`src/rtl/shift_pkg.sv`:
```
// Shared op codes and FSM state type for the multi-cycle shifter.
package shift_pkg;

  localparam logic [1:0] OP_SLL = 2'b00;
  localparam logic [1:0] OP_SRL = 2'b01;
  localparam logic [1:0] OP_SRA = 2'b10;
  localparam logic [1:0] OP_ROR = 2'b11;

  typedef enum logic [1:0] {
    ST_IDLE = 2'd0,
    ST_BUSY = 2'd1,
    ST_DONE = 2'd2
  } state_e;

endpackage

```
`src/rtl/shift_step.sv`:
```
// One shift step of up to STEP positions; combinational.
// Rotate datapath only present when SHIFT_UNIT_ROTATE_EN is defined.
module shift_step
  import shift_pkg::*;
#(
  parameter int WIDTH = 16,
  parameter int STEP  = 4
) (
  input  logic [WIDTH-1:0]         acc_i,
  input  logic [1:0]               op_i,
  input  logic                     fill_i,
  input  logic [$clog2(WIDTH):0]   s_i,
  output logic [WIDTH-1:0]         acc_o
);

  localparam int SHW = $clog2(WIDTH);
  localparam logic [SHW:0] STEP_W  = (SHW+1)'(STEP);
  localparam logic [SHW:0] WIDTH_W = (SHW+1)'(WIDTH);
  localparam logic [WIDTH-1:0] ONES = '1;

  logic [SHW:0] s_eff;

  always_comb begin
    s_eff = (s_i > STEP_W) ? STEP_W : s_i;
    acc_o = acc_i;
    case (op_i)
      OP_SLL: acc_o = acc_i << s_eff;
      OP_SRL: acc_o = acc_i >> s_eff;
      // Vacated MSBs take the sign captured at accept time.
      OP_SRA: acc_o = (acc_i >> s_eff) | (fill_i ? ~(ONES >> s_eff) : '0);
`ifdef SHIFT_UNIT_ROTATE_EN
      OP_ROR: acc_o = (acc_i >> s_eff) | (acc_i << (WIDTH_W - s_eff));
`else
      OP_ROR: acc_o = acc_i >> s_eff;
`endif
      default: acc_o = acc_i;
    endcase
  end

endmodule

```
`src/rtl/shift_unit_mc.sv`:
```
// Multi-cycle SLL/SRL/SRA shifter with valid/ready handshake on both sides.
// Define SHIFT_UNIT_ROTATE_EN to make op 11 a rotate-right instead of SRL.
module shift_unit_mc
  import shift_pkg::*;
#(
  parameter int WIDTH = 16,
  parameter int STEP  = 4
) (
  input  logic                     clk,
  input  logic                     reset,
  input  logic                     in_valid,
  output logic                     in_ready,
  input  logic [1:0]               op,
  input  logic [WIDTH-1:0]         a,
  input  logic [$clog2(WIDTH)-1:0] shamt,
  output logic                     out_valid,
  input  logic                     out_ready,
  output logic [WIDTH-1:0]         result,
  output logic                     busy
);

  localparam int SHW = $clog2(WIDTH);
  localparam logic [SHW:0] STEP_W = (SHW+1)'(STEP);

  state_e           state_q;
  logic [WIDTH-1:0] acc_q, acc_d, result_q;
  logic [1:0]       op_q;
  logic             fill_q;
  logic [SHW-1:0]   rem_q, rem_d;
  logic [SHW:0]     s_w;

  // s never exceeds rem, so it always fits back into SHW bits
  always_comb begin
    s_w   = ({1'b0, rem_q} < STEP_W) ? {1'b0, rem_q} : STEP_W;
    rem_d = rem_q - SHW'(s_w);
  end

  shift_step #(
    .WIDTH (WIDTH),
    .STEP  (STEP)
  ) u_step (
    .acc_i  (acc_q),
    .op_i   (op_q),
    .fill_i (fill_q),
    .s_i    (s_w),
    .acc_o  (acc_d)
  );

  always_ff @(posedge clk) begin
    if (reset) begin
      state_q  <= ST_IDLE;
      acc_q    <= '0;
      op_q     <= OP_SLL;
      fill_q   <= 1'b0;
      rem_q    <= '0;
      result_q <= '0;
    end else begin
      case (state_q)
        ST_IDLE: begin
          if (in_valid) begin
            acc_q   <= a;
            op_q    <= op;
            rem_q   <= shamt;
            fill_q  <= a[WIDTH-1];
            state_q <= ST_BUSY;
          end
        end
        ST_BUSY: begin
          acc_q <= acc_d;
          rem_q <= rem_d;
          if (rem_d == '0) begin
            result_q <= acc_d;
            state_q  <= ST_DONE;
          end
        end
        ST_DONE: begin
          if (out_ready) state_q <= ST_IDLE;
        end
        default: state_q <= ST_IDLE;
      endcase
    end
  end

  assign in_ready  = (state_q == ST_IDLE);
  assign busy      = (state_q == ST_BUSY);
  assign out_valid = (state_q == ST_DONE);
  assign result    = result_q;

endmodule
```
`config.mk`:
```
export PLATFORM = sky130hd
export DESIGN_NAME = shift_unit_mc
export DESIGN_NICKNAME = d
export VERILOG_FILES = /design/src/rtl/shift_pkg.sv /design/src/rtl/shift_step.sv /design/src/rtl/shift_unit_mc.sv
export SDC_FILE = /design/constraint.sdc
export NUM_CORES = 1
export LEC_CHECK = 0
export ABC_AREA = 1
export CORE_UTILIZATION = 40
export CTS_BUF_LIST = sky130_fd_sc_hd__clkbuf_4
export DETAILED_ROUTE_END_ITERATION = 10
export GPL_ROUTABILITY_DRIVEN = 0
export SKIP_LAST_GASP = 1
export SYNTH_ARGS = -nofsm -noshare
export SYNTH_HDL_FRONTEND = slang
export SYNTH_SLANG_ARGS = --single-unit
```
`constraint.sdc`:
```
create_clock -name clk -period 5.1 [get_ports clk]
set_input_delay 1.53 -clock clk [delete_from_list [all_inputs] [get_ports clk]]
set_output_delay 1.53 -clock clk [all_outputs]
set_load 0.02 [all_outputs]
```
==> results.py, run 1 <==
metrics = {
    "outcome": {
        "status": "complete, no violations",
    },
    "route": {
        "wl_met2_mm": 3.749,
        "drc": 0,
        "num_vias": 3260,
        "routed_via_density": 5.241,
        "highest_layer": "met4",
        "avgRoutedWirePerCell_um": 13.95,
        "wl_met3_um": 609,
        "ant_nets": 0,
        "met1Wirelength_mm": 4.196,
        "routed_wl_mm": 8.680,
        "firstDrtPassIters": 5,
        "drt_iter0_drc": 327,
    },
    "cts": {
        "cts_max_path_buffers": 2,
        "clock_tree.root_cell": "clkbuf_4",
        "cts_tree": "done",
        "ctsHoldBuffers": 0,
        "cts_buffers": 5,
        "cts_sinks": 41,
        "ctsResizeCount": 0,
        "htreeDepth": 2,
        "clkLatencyLatePin_ns": 0.36,
        "post_cts.repair.setup_buffers": 0,
        "cts.clk_slew.worst_paths_ns": 0.12,
    },
    "logic_synthesis": {
        "yosys_most_used_dff": "dfxtp_1",
        "ys_types": 27,
        "async_reset_ff_share_pct": 0,
        "syn_inst": 499,
        "yosysMostFrequentCell": "nand2_1",
        "synth_seq_area_share_pct": 28.30,
        "yosysWarnings": 0,
        "synth_nets": 527,
        "synth.avg_cell_area_um2": 5.812,
        "synth_top_area_cell": "dfxtp_1",
        "yosys_register_bits": 41,
        "ys_top_cells_by_count": "nand2_1, nand3_1, inv_1",
        "synth_edf_count": 0,
        "netlist.area_leader.share_pct": 28.30,
        "synth_area_leaders": "dfxtp_1, nand3_1, nand2_1, inv_1, o21ai_0",
        "netlist_area_um2": 2900,
    },
    "final_layout": {
        "drive_above_1_share_pct": 3.612,
        "diodes": 0,
        "stdcell_area_um2": 3397,
        "fin_nets": 554,
        "syn_to_final_growth_pct": 17.13,
        "final_cells": 622,
    },
    "power_and_ir_drop": {
        "power.combinational.fraction_pct": 45.0,
        "internal_power_mw": 0.6080,
        "power.density_nw_per_um2": 314.5,
        "power.switching_mw": 0.4605,
        "max-vdd-ir-drop_uv": 178.6,
        "power_leakage_nw": 1.599,
        "seqPwrFrac_pct": 35.3,
        "pwr-share-clk_pct": 19.7,
        "switching_share_pct": 43.10,
    },
    "die": {
        "placementRows": 30,
        "initial_core_util_pct": 41.99,
        "die_x_um": 87.15,
        "dieArea_um2": 7595,
        "die_height_um": 87.15,
        "ios": 45,
        "core_um2": 6907,
    },
    "timing": {
        "tightest_slew_ns": 0.9737,
        "rsz0062_at_grt": "false",
        "timing.slew.headroom_pct": 34.85,
        "fin_tns_setup_ns": 0,
        "fin_worst_skew_ns": 0.01686,
        "finalMaxSlewViolations": 0,
        "fmax_mhz": 293.9,
        "layout_min_cycle_time_ns": 3.402,
        "fin_crit_sh_pct": 66.71,
        "whs_ns": 0.4851,
        "hold_violations": 0,
        "setup_violations": 0,
    },
    "critical_path": {
        "cp.required_ns": 3.57,
        "cp-start-kind": "flop",
        "critPathLaunch": "state_q[0]",
        "slowest_delay_ns": 0.67,
        "cp.arrival_ns": 1.87,
        "critical_path_class": "flop to primary output",
        "reg2reg_from": "rem_q[3]",
        "cp-end-kind": "primary output",
        "cp_slowest_cell": "clkdlybuf4s50_1",
        "cp_cell_sequence": "inv_1 > nor2_1 > buf_4 > clkdlybuf4s50_1",
        "cp_max_fo": 23,
    },
    "place": {
        "place_area_um2": 3324,
        "dp.cells": 615,
        "port_buffers": 44,
        "hpwl_mm": 5.988,
    },
    "grt": {
        "grt_pass1_vias": 2821,
        "grt_max_degree": 35,
        "grt_pass1_wl_mm": 14.32,
        "grt_usage_pct": 24.21,
        "antenna_found_initial": 0,
        "overflow": 0,
    },
    "hold_path": {
        "hold_path.class": "flop to flop",
        "hp-start": "fill_q",
    },
    "run": {
        "drv_cap": 0,
    },
}
area by class of cell:
cell class,instances,area [um^2]
clock buffer,5,37.54
clock inverter,2,35.03
fill,781,3510
inverter,64,242.7
multi-input combinational,368,1685
sequential,41,820.8
tap,96,120.1
timing repair buffer,46,455.4
state kept, by name, summed over array words and instances (netlist names):
| name | count |
|---|---|
| rem_q | 4 |
| acc_q | 16 |
| fill_q | 1 |
| result | 16 |
| op_q | 2 |
| state_q | 2 |
cell usage in the layout, fill, tap and decap left out, types with 2 or more instances in the layout:
cell and instances:
nand2_1 122, nand3_1 102, inv_1 61, nor2_1 49, clkdlybuf4s50_1 44, dfxtp_1 41
o21ai_0 37, a21oi_1 31, o21ai_1 8, nand2_2 5, clkbuf_4 5, o211ai_1 2
nand4_1 2, ha_1 2, conb_1 2, buf_4 2
metal layers:
metal  vias to the layer above  GRT usage [%]
met5                         -              0
met4                         0          6.408
met3                        10          3.507
met2                       117          36.51
met1                      1477          35.84
li1                       1656              -
critical path, delay by kind of cell, from the launching register on:
family                 cells  cell delay, ns
buffers and inverters      3            1.03
DFF                        1            0.39
and+or+nand+nor            1            0.09
final timing paths:
check | depth (start not counted) | endpoint | slack (ns)
worst max-delay path | 4 | busy | 1.70
worst min-delay path | 2 | fill_q | 0.49
worst max register to register | 9 | acc_q[1] | 2.18
worst min register to register | 2 | fill_q | 0.49
metrics by stage:
stage | util (%) | worst slack [ns] | power (mW)
after detailed placement | 48.13 | 1.375 | 0.8554
after floorplan | - | 2.605 | 0.7257
after CTS | 49.18 | 1.704 | 1.070
after global routing | 49.18 | 1.544 | 1.151
final | 49.18 | 1.698 | 1.069
after global placement | 48.13 | 1.426 | 0.8530
logic make-up after synthesis:
kind of cell	share of synthesized area (%)
other	0.2589
adder cells (fa/ha/maj)	0.8627
AND/OR/NAND/NOR	42.54
buffers and inverters	13.59
flip-flops	28.30
AO/OA/AOI/OAI	14.15
XOR/XNOR	0.3020
power groups by stage:
stage / clock [mW] / combinational, mW / sequential, mW
finish: 0.211 / 0.481 / 0.377
global route: 0.233 / 0.537 / 0.381
CTS: 0.219 / 0.473 / 0.377
floorplan: 0 / 0.336 / 0.390
global placement: 0 / 0.470 / 0.383
detailed placement: 0 / 0.472 / 0.384
No activity file was read; power rests on OpenSTA's default activity.
==> inputs of run 2 (changes only) <==
- clock period: 5.1 -> 2.85 ns (I/O delays scaled with it)
==> run 2 against run 1 <==
Effect of this change:
- die area is the same
- utilization rose by 0.98 points
- global-route usage fell by 0.39 points
- total power up 90%
- register-to-register slack worse by 1.5 ns
- non-clock buffer count rose by 5
- clock skew is 0.0013 ns lower
- wire length fell by 1.5%
- largest cell class unchanged
- largest power group unchanged
- count of clock-buffer cells in the layout did not move
- clock power up 130%
- highest routed layer unchanged
==> results.py, run 2 (synthesized netlist as in run 1, its figures left out) <==
metrics = {
    "timing": {
        "whs_ns": 0.4884,
        "fmax_mhz": 393.7,
        "finalMaxSlewViolations": 0,
        "fin_worst_skew_ns": 0.01556,
        "setup_violations": 0,
        "layout_min_cycle_time_ns": 2.540,
        "hold_violations": 0,
        "tightest_slew_ns": 0.6987,
        "fin_tns_setup_ns": 0,
        "rsz0062_at_grt": "false",
        "timing.slew.headroom_pct": 53.37,
        "fin_crit_sh_pct": 89.12,
    },
    "route": {
        "routed_wl_mm": 8.546,
        "avgRoutedWirePerCell_um": 13.61,
        "num_vias": 3279,
        "ant_nets": 0,
        "firstDrtPassIters": 5,
        "drt_iter0_drc": 322,
        "drc": 0,
        "routed_via_density": 5.221,
    },
    "die": {
        "placementRows": 30,
        "die_height_um": 87.15,
        "core_um2": 6907,
        "die_x_um": 87.15,
        "dieArea_um2": 7595,
        "ios": 45,
        "initial_core_util_pct": 41.99,
    },
    "place": {
        "port_buffers": 44,
        "hpwl_mm": 6.048,
        "place_area_um2": 3362,
    },
    "grt": {
        "grt_pass1_wl_mm": 14.18,
        "antenna_found_initial": 0,
        "grt_usage_pct": 23.82,
        "overflow": 0,
        "grt_pass1_vias": 2852,
        "grt_max_degree": 34,
    },
    "run": {
        "drv_cap": 0,
    },
    "outcome": {
        "status": "complete, no violations",
    },
    "power_and_ir_drop": {
        "power_leakage_nw": 1.638,
        "power_mw": 2.029,
        "power.switching_mw": 0.8344,
        "internal_power_mw": 1.194,
        "max-vdd-ir-drop_uv": 250.8,
        "pwr-share-clk_pct": 23.7,
        "switching_share_pct": 41.13,
        "power.combinational.fraction_pct": 43.2,
        "seqPwrFrac_pct": 33.1,
        "power.density_nw_per_um2": 585.5,
    },
    "critical_path": {
        "cp-start-kind": "flop",
        "cp_max_fo": 3,
        "slowest_delay_ns": 0.67,
        "cp_cell_sequence": "inv_1 > nor2_1 > clkdlybuf4s50_1",
        "critical_path_class": "flop to primary output",
        "cp_slowest_cell": "clkdlybuf4s50_1",
        "cp.arrival_ns": 1.68,
        "cp.required_ns": 2.00,
        "cp-end-kind": "primary output",
    },
    "cts": {
        "ctsResizeCount": 0,
        "cts.clk_slew.worst_paths_ns": 0.12,
        "clock_tree.root_cell": "clkbuf_4",
        "cts_sinks": 41,
        "ctsHoldBuffers": 0,
        "cts_tree": "done",
        "post_cts.repair.setup_buffers": 0,
        "htreeDepth": 2,
        "clkLatencyLatePin_ns": 0.36,
        "cts_max_path_buffers": 2,
        "cts_buffers": 5,
    },
    "final_layout": {
        "stdcell_area_um2": 3465,
        "final_cell_mix": "nand2_1, nand3_1, inv_1",
        "syn_to_final_growth_pct": 19.46,
        "final_core_util_pct": 50.16,
        "final_common_cell": "nand2_1",
        "n_fill_cell": 795,
        "drive_above_1_share_pct": 4.699,
        "diodes": 0,
        "fin_nets": 559,
    },
    "hold_path": {
        "hold_path.class": "flop to flop",
    },
}
run 2: per-stage QoR:
| step | cells | setup WS [ns] |
|---|---|---|
| 2_1_floorplan | 499 | 0.7720 |
| 3_3_place_gp | 620 | 0.3806 |
| 3_5_place_dp | 620 | 0.3626 |
| 4_1_cts | 628 | 0.2621 |
| 5_1_grt | 628 | 0.2330 |
| 6_report | 628 | 0.3101 |
run 2: power groups by stage:
| stage | Combinational (mW) | Sequential [mW] | Clock (mW) |
|---|---|---|---|
| floorplan | 0.601 | 0.698 | 0 |
| global placement | 0.862 | 0.683 | 0 |
| detailed placement | 0.861 | 0.683 | 0 |
| CTS | 0.863 | 0.671 | 0.502 |
| global route | 0.970 | 0.679 | 0.524 |
| finish | 0.876 | 0.671 | 0.481 |
run 2: area by class of cell:
type                       instances  area [um^2]  share of cell area (%)
sequential                        41        820.8                   23.69
tap                               96        120.1                   3.467
inverter                          64        242.7                   7.006
clock inverter                     3        65.06                   1.878
clock buffer                       5        37.54                   1.083
multi-input combinational        368         1685                   48.65
timing repair buffer              51        493.0                   14.23
run 2: routing by layer:
| layer | vias up | share of wire (%) | global-route usage [%] |
|---|---|---|---|
| met1 | 1450 | 48 | 35.26 |
| met2 | 144 | 43 | 35.65 |
| li1 | 1678 | - | - |
| met4 | 0 | 0.87 | 5.067 |
| met5 | - | 0 | 0 |
| met3 | 7 | 8.4 | 4.550 |
run 2: final timing paths:
path	cells past startpoint	startpoint	end	slack, ns
max	3	state_q[0]	busy	0.31
min	2	fill_q	fill_q	0.49
max reg2reg	10	rem_q[3]	result[0]	0.70
min reg2reg	2	fill_q	fill_q	0.49
run 2: critical path: cells and delay by family, from the launching register on:
family | cells | cell delay [ns]
buffers and inverters | 2 | 0.72
flip-flops | 1 | 0.37
AND/OR/NAND/NOR | 1 | 0.25
==> inputs of run 3 (changes only) <==
- HOLD_SLACK_MARGIN: not set -> 0.03
==> results of run 3 <==
No change in the layout: final DEF, timing and power equal those of run 2.
